--- config.mk ---
export PLATFORM = sky130hd
export DESIGN_NAME = stage_mem_tap_bank
export DESIGN_NICKNAME = d
export VERILOG_FILES = /design/src/rtl/stage_mem_tap_bank.sv
export SDC_FILE = /design/constraint.sdc
export NUM_CORES = 1
export LEC_CHECK = 0
export ABC_CLOCK_PERIOD_IN_PS = 4550
export CAP_MARGIN = 20
export CORE_ASPECT_RATIO = 2
export CORE_MARGIN = 2
export CORE_UTILIZATION = 35
export CTS_BUF_LIST = sky130_fd_sc_hd__clkbuf_16
export CTS_CLUSTER_SIZE = 12
export DETAILED_ROUTE_END_ITERATION = 7
export GPL_TIMING_DRIVEN = 1
export PLACE_DENSITY = 0.56
export REMOVE_ABC_BUFFERS = 1
export SLEW_MARGIN = 40
export SYNTH_ARGS = -nofsm -noshare
export SYNTH_HDL_FRONTEND = slang
export SYNTH_SLANG_ARGS = --single-unit
--- constraint.sdc ---
create_clock -name clk -period 4.55 [get_ports clk]
set_clock_uncertainty 0.15 [all_clocks]
set_input_delay 0.455 -clock clk [delete_from_list [all_inputs] [get_ports clk]]
set_output_delay 0.455 -clock clk [all_outputs]
set_load 0.01 [all_outputs]
--- src/rtl/stage_mem_tap_bank.sv ---
`default_nettype none
// ============================================================================
// Module   : stage_mem_tap_bank
// Brief    : Per-lane tap-coefficient store with registered read, full/sub-word
//            writes and a valid/ready streaming loader.
// Revision : 1.0 - initial release
// ============================================================================
module stage_mem_tap_bank #(
    parameter  int LANES = 6,
    parameter  int WIDTH = 32,
    parameter  int DEPTH = 4,
    localparam int AW    = $clog2(DEPTH),
    localparam int LW    = (LANES > 1) ? $clog2(LANES) : 1
) (
    input  logic                   clk,
    input  logic                   reset,
    input  logic                   rd_en,
    input  logic [AW-1:0]          rd_addr,
    output logic                   rd_valid,
    output logic [LANES*WIDTH-1:0] rd_data,
    input  logic                   wr_en,
    input  logic [AW-1:0]          wr_addr,
    input  logic [LANES*WIDTH-1:0] wr_data,
    input  logic                   sub_en,
    input  logic [LW-1:0]          sub_lane,
    input  logic [WIDTH-1:0]       sub_data,
    input  logic                   ld_start,
    input  logic                   ld_valid,
    output logic                   ld_ready,
    input  logic [WIDTH-1:0]       ld_data,
    input  logic                   ld_last,
    output logic                   ld_done,
    output logic                   ld_err,
    output logic                   busy
);

    localparam logic [LW-1:0] c_last_lane = LW'(LANES - 1);
    localparam logic [AW-1:0] c_last_addr = AW'(DEPTH - 1);

    typedef enum logic [1:0] {
        ST_IDLE = 2'd0,
        ST_LOAD = 2'd1,
        ST_DONE = 2'd2
    } state_t;

    state_t        r_state, w_state_nxt;
    logic [LW-1:0] r_lane_cnt, w_lane_cnt_nxt;
    logic [AW-1:0] r_addr_cnt, w_addr_cnt_nxt;
    logic          r_err, w_err_nxt;
    logic          r_rd_valid;
    logic          w_hs;
    logic          w_final;
    logic          w_idle;

    assign w_idle  = (r_state == ST_IDLE);
    assign w_hs    = (r_state == ST_LOAD) && ld_valid;
    assign w_final = (r_lane_cnt == c_last_lane) && (r_addr_cnt == c_last_addr);

    always_ff @(posedge clk or negedge reset) begin
        if (!reset) begin
            r_state    <= ST_IDLE;
            r_lane_cnt <= '0;
            r_addr_cnt <= '0;
            r_err      <= 1'b0;
            r_rd_valid <= 1'b0;
        end else begin
            r_state    <= w_state_nxt;
            r_lane_cnt <= w_lane_cnt_nxt;
            r_addr_cnt <= w_addr_cnt_nxt;
            r_err      <= w_err_nxt;
            r_rd_valid <= rd_en;
        end
    end

    always_comb begin
        w_state_nxt    = r_state;
        w_lane_cnt_nxt = r_lane_cnt;
        w_addr_cnt_nxt = r_addr_cnt;
        w_err_nxt      = r_err;
        case (r_state)
            ST_IDLE: begin
                if (ld_start) begin
                    w_state_nxt    = ST_LOAD;
                    w_lane_cnt_nxt = '0;
                    w_addr_cnt_nxt = '0;
                    w_err_nxt      = 1'b0;
                end
            end
            ST_LOAD: begin
                if (w_hs) begin
                    if (w_final) begin
                        w_state_nxt = ST_DONE;
                        w_err_nxt   = r_err | ~ld_last;
                    end else if (ld_last) begin
                        // Early end of frame: stop here, later entries untouched.
                        w_state_nxt = ST_DONE;
                        w_err_nxt   = 1'b1;
                    end else if (r_lane_cnt == c_last_lane) begin
                        w_lane_cnt_nxt = '0;
                        w_addr_cnt_nxt = r_addr_cnt + AW'(1);
                    end else begin
                        w_lane_cnt_nxt = r_lane_cnt + LW'(1);
                    end
                end
            end
            ST_DONE: w_state_nxt = ST_IDLE;
            default: w_state_nxt = ST_IDLE;
        endcase
    end

    assign busy     = (r_state != ST_IDLE);
    assign ld_ready = (r_state == ST_LOAD);
    assign ld_done  = (r_state == ST_DONE);
    assign ld_err   = r_err;
    assign rd_valid = r_rd_valid;

    for (genvar k = 0; k < LANES; k++) begin : g_lane
        logic [WIDTH-1:0] r_mem [DEPTH];
        logic [WIDTH-1:0] r_rd_lane;
        logic             w_sub_hit;
        logic             w_we;
        logic [AW-1:0]    w_waddr;
        logic [WIDTH-1:0] w_wdata;

        assign w_sub_hit = sub_en && (sub_lane == LW'(k));

        // Loader owns the write port while active; host writes only in IDLE.
        always_comb begin
            w_we    = 1'b0;
            w_waddr = wr_addr;
            w_wdata = wr_data[k*WIDTH +: WIDTH];
            if (w_hs) begin
                w_we    = (r_lane_cnt == LW'(k));
                w_waddr = r_addr_cnt;
                w_wdata = ld_data;
            end else if (w_idle) begin
                w_we    = wr_en || w_sub_hit;
                w_wdata = w_sub_hit ? sub_data : wr_data[k*WIDTH +: WIDTH];
            end
        end

        always_ff @(posedge clk) begin
            if (w_we) begin
                r_mem[w_waddr] <= w_wdata;
            end
        end

        always_ff @(posedge clk or negedge reset) begin
            if (!reset) begin
                r_rd_lane <= '0;
            end else if (rd_en) begin
                r_rd_lane <= (w_we && (w_waddr == rd_addr)) ? w_wdata : r_mem[rd_addr];
            end
        end

        assign rd_data[k*WIDTH +: WIDTH] = r_rd_lane;
    end

endmodule
`default_nettype wire

== After elaboration in Yosys (flattened, before gate mapping) ==
Memory sizes are Yosys's and may differ from the RTL's. A register that Yosys moved wholly into a read port is not among the register bits.
Index checks and enable logic that the tools add are counted.
Storage, ports and cells
  output and inout port bits: 197
  ROM bits: 0
  memories: 6
  bits of input ports: 271
  register bits: 9
  latch bits: 0
  bits in writable memories: 768
  word-level logic and storage cells: 128
Memories
  g_lane[0].r_mem: depth 4, bits a word 32, rd ports 1, clocked after Yosys merged registers in 1, write ports 1, RTL line 118  | logic [WIDTH-1:0] r_mem [DEPTH];
  g_lane[1].r_mem: depth 4, bits a word 32, rd ports 1, clocked after Yosys merged registers in 1, write ports 1, RTL line 118
  g_lane[2].r_mem: depth 4, bits a word 32, rd ports 1, clocked after Yosys merged registers in 1, write ports 1, RTL line 118
  g_lane[3].r_mem: depth 4, bits a word 32, rd ports 1, clocked after Yosys merged registers in 1, write ports 1, RTL line 118
  g_lane[4].r_mem: depth 4, bits a word 32, rd ports 1, clocked after Yosys merged registers in 1, write ports 1, RTL line 118
  g_lane[5].r_mem: depth 4, bits a word 32, rd ports 1, clocked after Yosys merged registers in 1, write ports 1, RTL line 118
Operators by class
  div/mod/pow operators: 0
  reductions and logical operators: 29
  bitwise operators: 2
  order comparisons: 0
  equality and inequality tests: 19
  multiply operators: 0
  $add $sub $neg: 2
  shift-type cells: 0
  muxes and demuxes: 65
Operator list (number)
  $mux W32: 18
  $mux W1: 28
  $mux W2: 10
  $mux W3: 5
  $eq A3 B2 Y1 const B: 4
  $eq A3 B3 Y1 const B: 4
  $logic_and A1 B1 Y1: 8
  $pmux W2 S2: 2
  $eq A3 B1 Y1 const B: 2
  $logic_not A1 Y1: 6
  $logic_not A3 Y1: 2
  $logic_or A1 B1 Y1: 6
  $ne A2 B2 Y1 const B: 3
  $pmux W3 S2: 1
  $reduce_and A6 Y1: 1
  $reduce_and A5 Y1: 1
  $eq A2 B2 Y1 const B: 2
  $ne A2 B1 Y1 const B: 2
  $reduce_and A4 Y1: 1
  $reduce_bool A2 Y1: 2
  $add A3 B1 Y3 const B: 1
  $ne A3 B1 Y1 const B: 1
  $reduce_and A3 Y1: 1
  $add A2 B1 Y2 const B: 1
  other kinds (5): 5

== Logic depth before layout (Yosys ltp) ==
Gate-level depths: netlist (run 1).
  word-level depth: 7
  gate-level depth with buffers: 11
  depth with buffers taken out: 8

== Worst setup path before layout (run 1) ==
OpenSTA, ideal clock, no wires.
  kind: register to register
  start: register r_state[1]
  end: memory g_lane[3].r_mem[0][0] (enable)
  data arrival time: 3042 ps
  setup time: 421 ps
  stages on the path, launching flop included: 9
  buffers on the path: 4
  period minus slack after synthesis: 3613 ps
  data required time: 3979 ps
  setup slack: 937 ps
  cells stage by stage: dfrtp_1 > buf_2 > or3_1 > buf_2 > or2_1 > buf_2 > buf_2 > o21a_1 > nor2_1
On the way
  cells in the longest elaborated chain, start to end: 5
  elaborated cells on any way between the ends: 8
  those cells by class: eq/ne (1); mux (5); reduce/logical (2)
Ends and longest elaborated chain
  start: declaration: RTL line 46  | state_t r_state, w_state_nxt;
  start signal: assignment: RTL line 67  | r_state <= w_state_nxt;
  $logic_not A2 Y1 or $eq A2 B1 Y1 (tied branches): RTL line 55, 56
  $mux W1 or $logic_and A1 B1 Y1 (tied branches): RTL line 136, 56
  $mux W1: RTL line 132  | if (w_hs) begin
  $mux W1: RTL line 143  | if (w_we) begin
  $mux W1 (not written as such): RTL line 144  | r_mem[w_waddr] <= w_wdata;
  end: declaration: RTL line 118
Parallel ways exist; a longest one is shown, timed or not.

==> qor.csv, run 1 <==
stage,metric,value,unit
global_route,grt ovf,0,
sta,final setup violation count,0,
setup_path,slowest cell delay on critical path,0.66,ns
yosys,synthesized instance count,2645,
clock_network,CTS tree,yes,
sta,Worst-Margin Slew,0.959,ns
setup_path,Required @ worst endpoint,4.99,ns
final_layout,register area,0.0281,mm^2
yosys,Syn Std Cell Area,0.0403,mm^2
global_route,vias in the first global route,25981,
yosys,largest family of logic cells by synthesized area,multiplexers,
drt,vias,26895,
final_layout,Fill cells,10286,
clock_network,clk sink count,969,
power_and_ir_drop,Pleak,18.1,nW
clock_network,H-tree levels,3,
floorplanning,core box area,0.115,mm^2
drt,vias per cell,5.68,
drt,Routed Antenna Nets,0,
drt,wire per inst,30.6,um
final_layout,layout cell share with drive strength beyond 1,14.7,%
yosys,Synth Area in XOR/XNOR,0.0652,%
yosys,"EDFF count, synth",768,
setup_path,Crit Reg-Reg Endpoint,g_lane[3].r_rd_lane[12],
yosys,Synth Area in Compound Gates,7.48,%
setup_path,Worst R2R Path Depth,7,
power_and_ir_drop,Pwr Density,464,mW/mm^2
setup_path,WP depth,7,
drt,Starting DRT DRC Count,3273,
drt,Total Wirelength,145000,um
yosys,synth unique cells,46,
clock_network,Clock Tree Root,clkbuf_16,
place,Detail Placement HPWL,92000,um
setup_path,WS Path Type,flop to flop,
setup_path,Worst Setup Start Kind,flop,
setup_path,crit path max fanout,29,
setup_path,critical path startpoint,r_state[0],
yosys,synthesized area per cell,15.2,um^2
global_route,global-route usage over all layers,24.3,%
global_route,antenna violations before repair,16,
sta,fin crit period,3.35,ns
clock_network,CTS resizes,0,
drt,DRC,0,
global_route,largest net degree at the start of global routing,150,
floorplanning,die outline height,484,um
yosys,"Warnings, synthesis",0,
final_layout,area delta synth->final,24.0,%
yosys,most frequent cells after synthesis,"edfxtp_1 (768), a21oi_1 (402), nand2_1 (275), nor2_1 (226), dfrtp_1 (201)",
yosys,area fraction of the dominant cell type after synthesis,57.2,%
yosys,Synth area leader,edfxtp_1,
setup_path,worst path bufs/invs,1,
yosys,cell with the most instances after synthesis,edfxtp_1,
place,Buffers on Ports,467,
sta,Tcrit/Tclk final,73.6,%
final_layout,NumNets Final,3410,
final_layout,multi-input logic area,0.0115,mm^2
power_and_ir_drop,Net Sw Frac,28.9,%
final_layout,"Design Area, Final",0.0500,mm^2
yosys,largest cells by area after synthesis,"edfxtp_1 (57%), dfrtp_1 (12%), mux4_2 (11%), a21oi_1 (5.0%), mux2i_1 (4.0%)",
flow_run,Max Cap Viol,0,
setup_path,family with the most delay on the worst path,simple AND/OR/NAND/NOR gates,
power_and_ir_drop,cell-internal power,16.5,mW
setup_path,CP endpoint,g_lane[3].r_rd_lane[12],
min_path,Min-Delay Path Depth,2,
floorplanning,row count,176,
clock_network,Num CTS Buffers,93,
yosys,Post-synth top flop,edfxtp_1,
status,status,"finished, final reports clean",
setup_path,CP arrival,3.79,ns
sta,max-slew violation count,0,
sta,RSZ-0062 raised after global routing,no,
power_and_ir_drop,Worst VDD drop,0.000321,V
power_and_ir_drop,Switch Pwr,6.70,mW
setup_path,CP Cell Sequence,"or3_1, or2_1, buf_4, nand2_1, a31oi_1, a22oi_1, o21ai_1",
clock_network,Clock Tree Buf Depth,3,
global_route,first-pass GRT wire length,203000,um
setup_path,slowest stage cell on the critical path,dfrtp_1,
place,GPL Wtd Cong,0.840,
place,DP Area,0.0472,mm^2
yosys,Yosys reg bits,969,
yosys,Simple-Gate Fraction of Synth Area,5.44,%
setup_path,FF-to-FF setup slack,1.20,ns
power_and_ir_drop,logic gate share of total power,20.4,%
sta,slew margin rel.,35.9,%
clock_network,Worst-Skew Late Latency,0.68,ns
yosys,mux contribution to synthesized area,14.8,%
setup_path,r2r startpoint,r_state[0],
floorplanning,Die ar.,0.118,mm^2
power_and_ir_drop,Design Power,23.2,mW
floorplanning,starting density of the core,35.2,%
floorplanning,I/O Pins,468,
floorplanning,Die Wd,244,um
clock_network,CTS clock-pin slew for the worst setup and hold paths,0.06,ns
power_and_ir_drop,sequential power share,49.3,%
yosys,asr flop ratio synth,20.7,%
sta,Max Fclk,0.299,GHz
yosys,register area share after synthesis,69.7,%
yosys,Post-Synth Adder-Cell Area,0.0621,%
sta,"Hold Vio Cnt, Final",0,
setup_path,Worst setup EP type,flop,
min_path,worst min-delay path category,input port to flop,
power_and_ir_drop,clock network power share,30.3,%
drt,first-pass detailed-route iteration total,5,
-- sequential cells by signal, summed over array words and instances, names as in the netlist --
signal	count
g_lane.r_mem	768
g_lane.r_rd_lane	192
r_lane_cnt	3
r_addr_cnt	2
r_state	2
ld_err	1
rd_valid	1
-- final cells by class --
class	count	area share (%)
Clock buffer	95	4.76
Tap cell	1513	3.79
Antenna cell	14	0.0701
Inverter	40	0.300
Multi-Input combinational cell	1459	23.0
Sequential cell	969	56.2
Clock inverter	70	0.546
Timing Repair Buffer	574	11.3
-- per-stage QoR --
stage          utilization [%]  setup TNS, ns  std cells  hold WS, ns  setup slack, ns
2_1_floorplan                -        -235.85       2468      0.00941           -0.830
3_3_place_gp              41.3              0       4553        0.355            0.840
3_5_place_dp              41.3              0       4553        0.363            0.841
4_1_cts                   43.6              0       4719       0.0655             1.23
5_1_grt                   43.6              0       4720        0.111             1.01
6_report                  43.6              0       4734       0.0857             1.20
-- how the worst min path moves through the flow --
stage / from / endpoint / slack, ns
2_1_floorplan: reset / g_lane[0].r_rd_lane[0] / 0.009
3_3_place_gp: g_lane[5].r_rd_lane[23] / g_lane[5].r_rd_lane[23] / 0.36
3_5_place_dp: g_lane[5].r_rd_lane[17] / g_lane[5].r_rd_lane[17] / 0.36
4_1_cts: rd_en / g_lane[1].r_rd_lane[23] / 0.07
5_1_grt: rd_en / g_lane[5].r_rd_lane[26] / 0.11
6_report: rd_en / g_lane[5].r_rd_lane[26] / 0.09
-- placed cells by master (no fill, tap or decap), types with 3 or more instances in the layout --
master / n
a21oi_1: 402
a22oi_1: 32
a31oi_1: 74
a31oi_4: 3
buf_12: 17
buf_2: 14
buf_4: 88
buf_8: 3
clkbuf_16: 95
clkdlybuf4s50_1: 449
clkinv_1: 11
dfrtp_1: 201
diode_2: 14
edfxtp_1: 768
inv_1: 96
mux2i_1: 162
mux4_2: 192
nand2_1: 271
nand3b_1: 5
nor2_1: 191
nor2_2: 12
nor2_4: 26
nor3_1: 6
nor3b_1: 4
o21ai_0: 4
o21ai_1: 33
o31ai_1: 4
-- worst register-to-register path, delay by kind of cell (launching register included) --
family                 cells  cell delay (ns)
AOI/OAI and AO/OA          3             0.84
and+or+nand+nor            3             1.14
DFF                        1             0.66
buffers and inverters      1             0.48
-- timing repair --
| action | CTS | global route |
|---|---|---|
| setup buffers | 0 | 0 |
| setup endpoints to repair | 0 | 0 |
| hold buffers | 1 | 0 |
| endpoints found under the hold margin | 75 | 0 |
-- power by group through the flow --
stage | sequential (mW) | clock (mW) | combinational, mW
after detailed placement | 11.6 | 0 | 4.68
after global routing | 11.5 | 7.42 | 5.03
final | 11.4 | 7.04 | 4.73
after CTS | 11.4 | 7.12 | 4.70
after floorplan | 11.5 | 0 | 2.02
after global placement | 11.6 | 0 | 4.60
-- metal layers --
metal	track usage (%)	vias to the layer above	share of wire (%)
li1	-	11103	-
met1	36.7	13709	43
met2	32.2	1875	40
met3	8.38	190	14
met4	8.50	18	3.2
met5	0	-	0.072
-- kinds of logic after synthesis --
family	count (synthesis)
mux	354
compound gates	559
simple gates	541
xor+xnor	3
flops	969
fa+ha+maj	2
buf+inv	217
(Power assumes the default switching activity.)
==> run 2, diff against run 1 <==
ABC_CLOCK_PERIOD_IN_PS = 3400   (was 4550)
clock period = 3.4 ns   (was 4.55 ns; I/O delays follow)
==> qor.csv, run 2 (synthesis results as in run 1) <==
stage,metric,value,unit
status,status,"complete, but fails checks",
status,failing checks,hold timing,
min_path,worst min-delay path category,input port to asynchronous set/reset pin,
sta,Tcrit/Tclk final,84.4,%
drt,Total Wirelength,144000,um
global_route,grt ovf,0,
floorplanning,row count,176,
drt,Routed Antenna Nets,0,
place,Buffers on Ports,467,
floorplanning,Die Wd,244,um
final_layout,Biggest register,g_lane.r_mem,
sta,Max Fclk,0.349,GHz
power_and_ir_drop,Worst VDD drop,0.000441,V
final_layout,"commonest non-fill, non-tap cell in the layout",edfxtp_1,
final_layout,area delta synth->final,25.8,%
sta,fin crit period,2.87,ns
final_layout,multi-input logic area,0.0115,mm^2
final_layout,most frequent cells in the layout,"edfxtp_1 (768), clkdlybuf4s50_1 (458), a21oi_1 (402)",
sta,Hold Worst Slack,-0.00198,ns
global_route,global-route usage over all layers,24.0,%
final_layout,NumNets Final,3453,
sta,Worst-Margin Slew,0.927,ns
drt,Starting DRT DRC Count,3128,
final_layout,register area,0.0281,mm^2
flow_run,Max Cap Viol,0,
setup_path,crit path max fanout,32,
final_layout,Fill cells,10291,
sta,final setup violation count,0,
global_route,vias in the first global route,25769,
drt,vias,27040,
setup_path,CP arrival,3.31,ns
setup_path,r2r startpoint,r_state[1],
clock_network,CTS tree,yes,
clock_network,Clock Tree Buf Depth,3,
power_and_ir_drop,Pleak,18.4,nW
clock_network,Num CTS Buffers,93,
sta,RSZ-0062 raised after global routing,no,
floorplanning,die outline height,484,um
drt,first-pass detailed-route iteration total,6,
clock_network,CTS clock-pin slew for the worst setup and hold paths,0.06,ns
place,GPL Wtd Cong,0.897,
place,dpl ws,0.274,ns
sta,final worst slack,0.531,ns
floorplanning,core box area,0.115,mm^2
global_route,largest net degree at the start of global routing,115,
floorplanning,I/O Pins,468,
drt,vias per cell,5.67,
drt,wire per inst,30.2,um
clock_network,Clock Tree Root,clkbuf_16,
drt,DRC,0,
place,Detail Placement HPWL,92700,um
final_layout,number of flip-flops in the largest register,768,
global_route,first-pass GRT wire length,200000,um
sta,"Hold Vio Cnt, Final",2,
clock_network,Worst-Skew Late Latency,0.69,ns
global_route,antenna violations before repair,15,
sta,final setup TNS,0,ns
setup_path,WS Path Type,flop to flop,
floorplanning,Die ar.,0.118,mm^2
setup_path,Worst Setup Start Kind,flop,
final_layout,registers with the most flip-flops,"g_lane.r_mem (768), g_lane.r_rd_lane (192), r_lane_cnt (3)",
setup_path,Worst setup EP type,flop,
clock_network,H-tree levels,3,
setup_path,critical path startpoint,r_state[1],
final_layout,layout cell share with drive strength beyond 1,15.4,%
clock_network,clk sink count,969,
sta,slew margin rel.,38.0,%
power_and_ir_drop,Pwr Density,615,mW/mm^2
clock_network,Post-CTS Setup Bufs,0,
setup_path,Required @ worst endpoint,3.84,ns
floorplanning,starting density of the core,35.2,%
sta,max-slew violation count,0,
-- run 2: layout make-up --
| class | count | area share, % |
|---|---|---|
| Sequential cell | 969 | 55.4 |
| Multi-Input combinational cell | 1459 | 22.6 |
| Timing Repair Buffer | 617 | 12.6 |
| Clock buffer | 95 | 4.69 |
| Tap cell | 1513 | 3.74 |
| Clock inverter | 71 | 0.553 |
| Inverter | 40 | 0.296 |
| Antenna cell | 6 | 0.0296 |
-- run 2: timing repair --
item,CTS,global route
endpoints found under the setup margin,0,0
gates resized for setup,0,0
hold buffers,2,0
hold endpoints to repair,83,0
-- run 2: per-stage QoR --
stage          std cells  power, mW  util, %  hold WS [ns]  cell area, um^2
2_1_floorplan       2468       18.2        -        -0.106            39400
3_3_place_gp        4591       21.8     41.8         0.275            47900
3_5_place_dp        4594       21.9     41.9         0.276            47900
4_1_cts             4762       31.3     44.2         0.144            50600
5_1_grt             4764       32.3     44.2        0.0152            50700
6_report            4770       31.2     44.3      -0.00198            50700
-- run 2: final timing paths --
kind	depth (start not counted)	to	slack [ns]
worst max-delay path	7	g_lane[5].r_rd_lane[21]	0.53
worst min-delay path	2	g_lane[5].r_rd_lane[12]	-0.002
worst max register to register	7	g_lane[5].r_rd_lane[21]	0.53
worst min register to register	2	g_lane[3].r_rd_lane[15]	0.36
max in group asynchronous	4	g_lane[0].r_rd_lane[2]	1.98
min in group clk	4	g_lane[5].r_rd_lane[3]	0.26
-- run 2: critical path: stages (launching register included) --
cell and delay [ns]:
dfrtp_1 0.50, or3b_1 0.51, nor2_4 0.13, buf_4 0.44, nand2_1 0.24, a31oi_1 0.45
mux2i_1 0.14, a21oi_1 0.18
-- run 2: report_power, final --
group          total, mW  internal [mW]  switching (mW)
sequential          15.3           14.6           0.620
clock               9.41           5.00            4.41
combinational       6.51           2.59            3.92
total               31.2           22.2            8.96
-- run 2: layer usage --
layer / track usage, % / vias up / share of wire [%] / routed length [um]
li1: - / 11193 / - / -
met1: 35.9 / 13800 / 42 / 61100
met5: 0 / - / 0.11 / 154
met2: 31.2 / 1860 / 39 / 56500
met4: 8.71 / 24 / 3.5 / 5060
met3: 9.33 / 163 / 15 / 21300
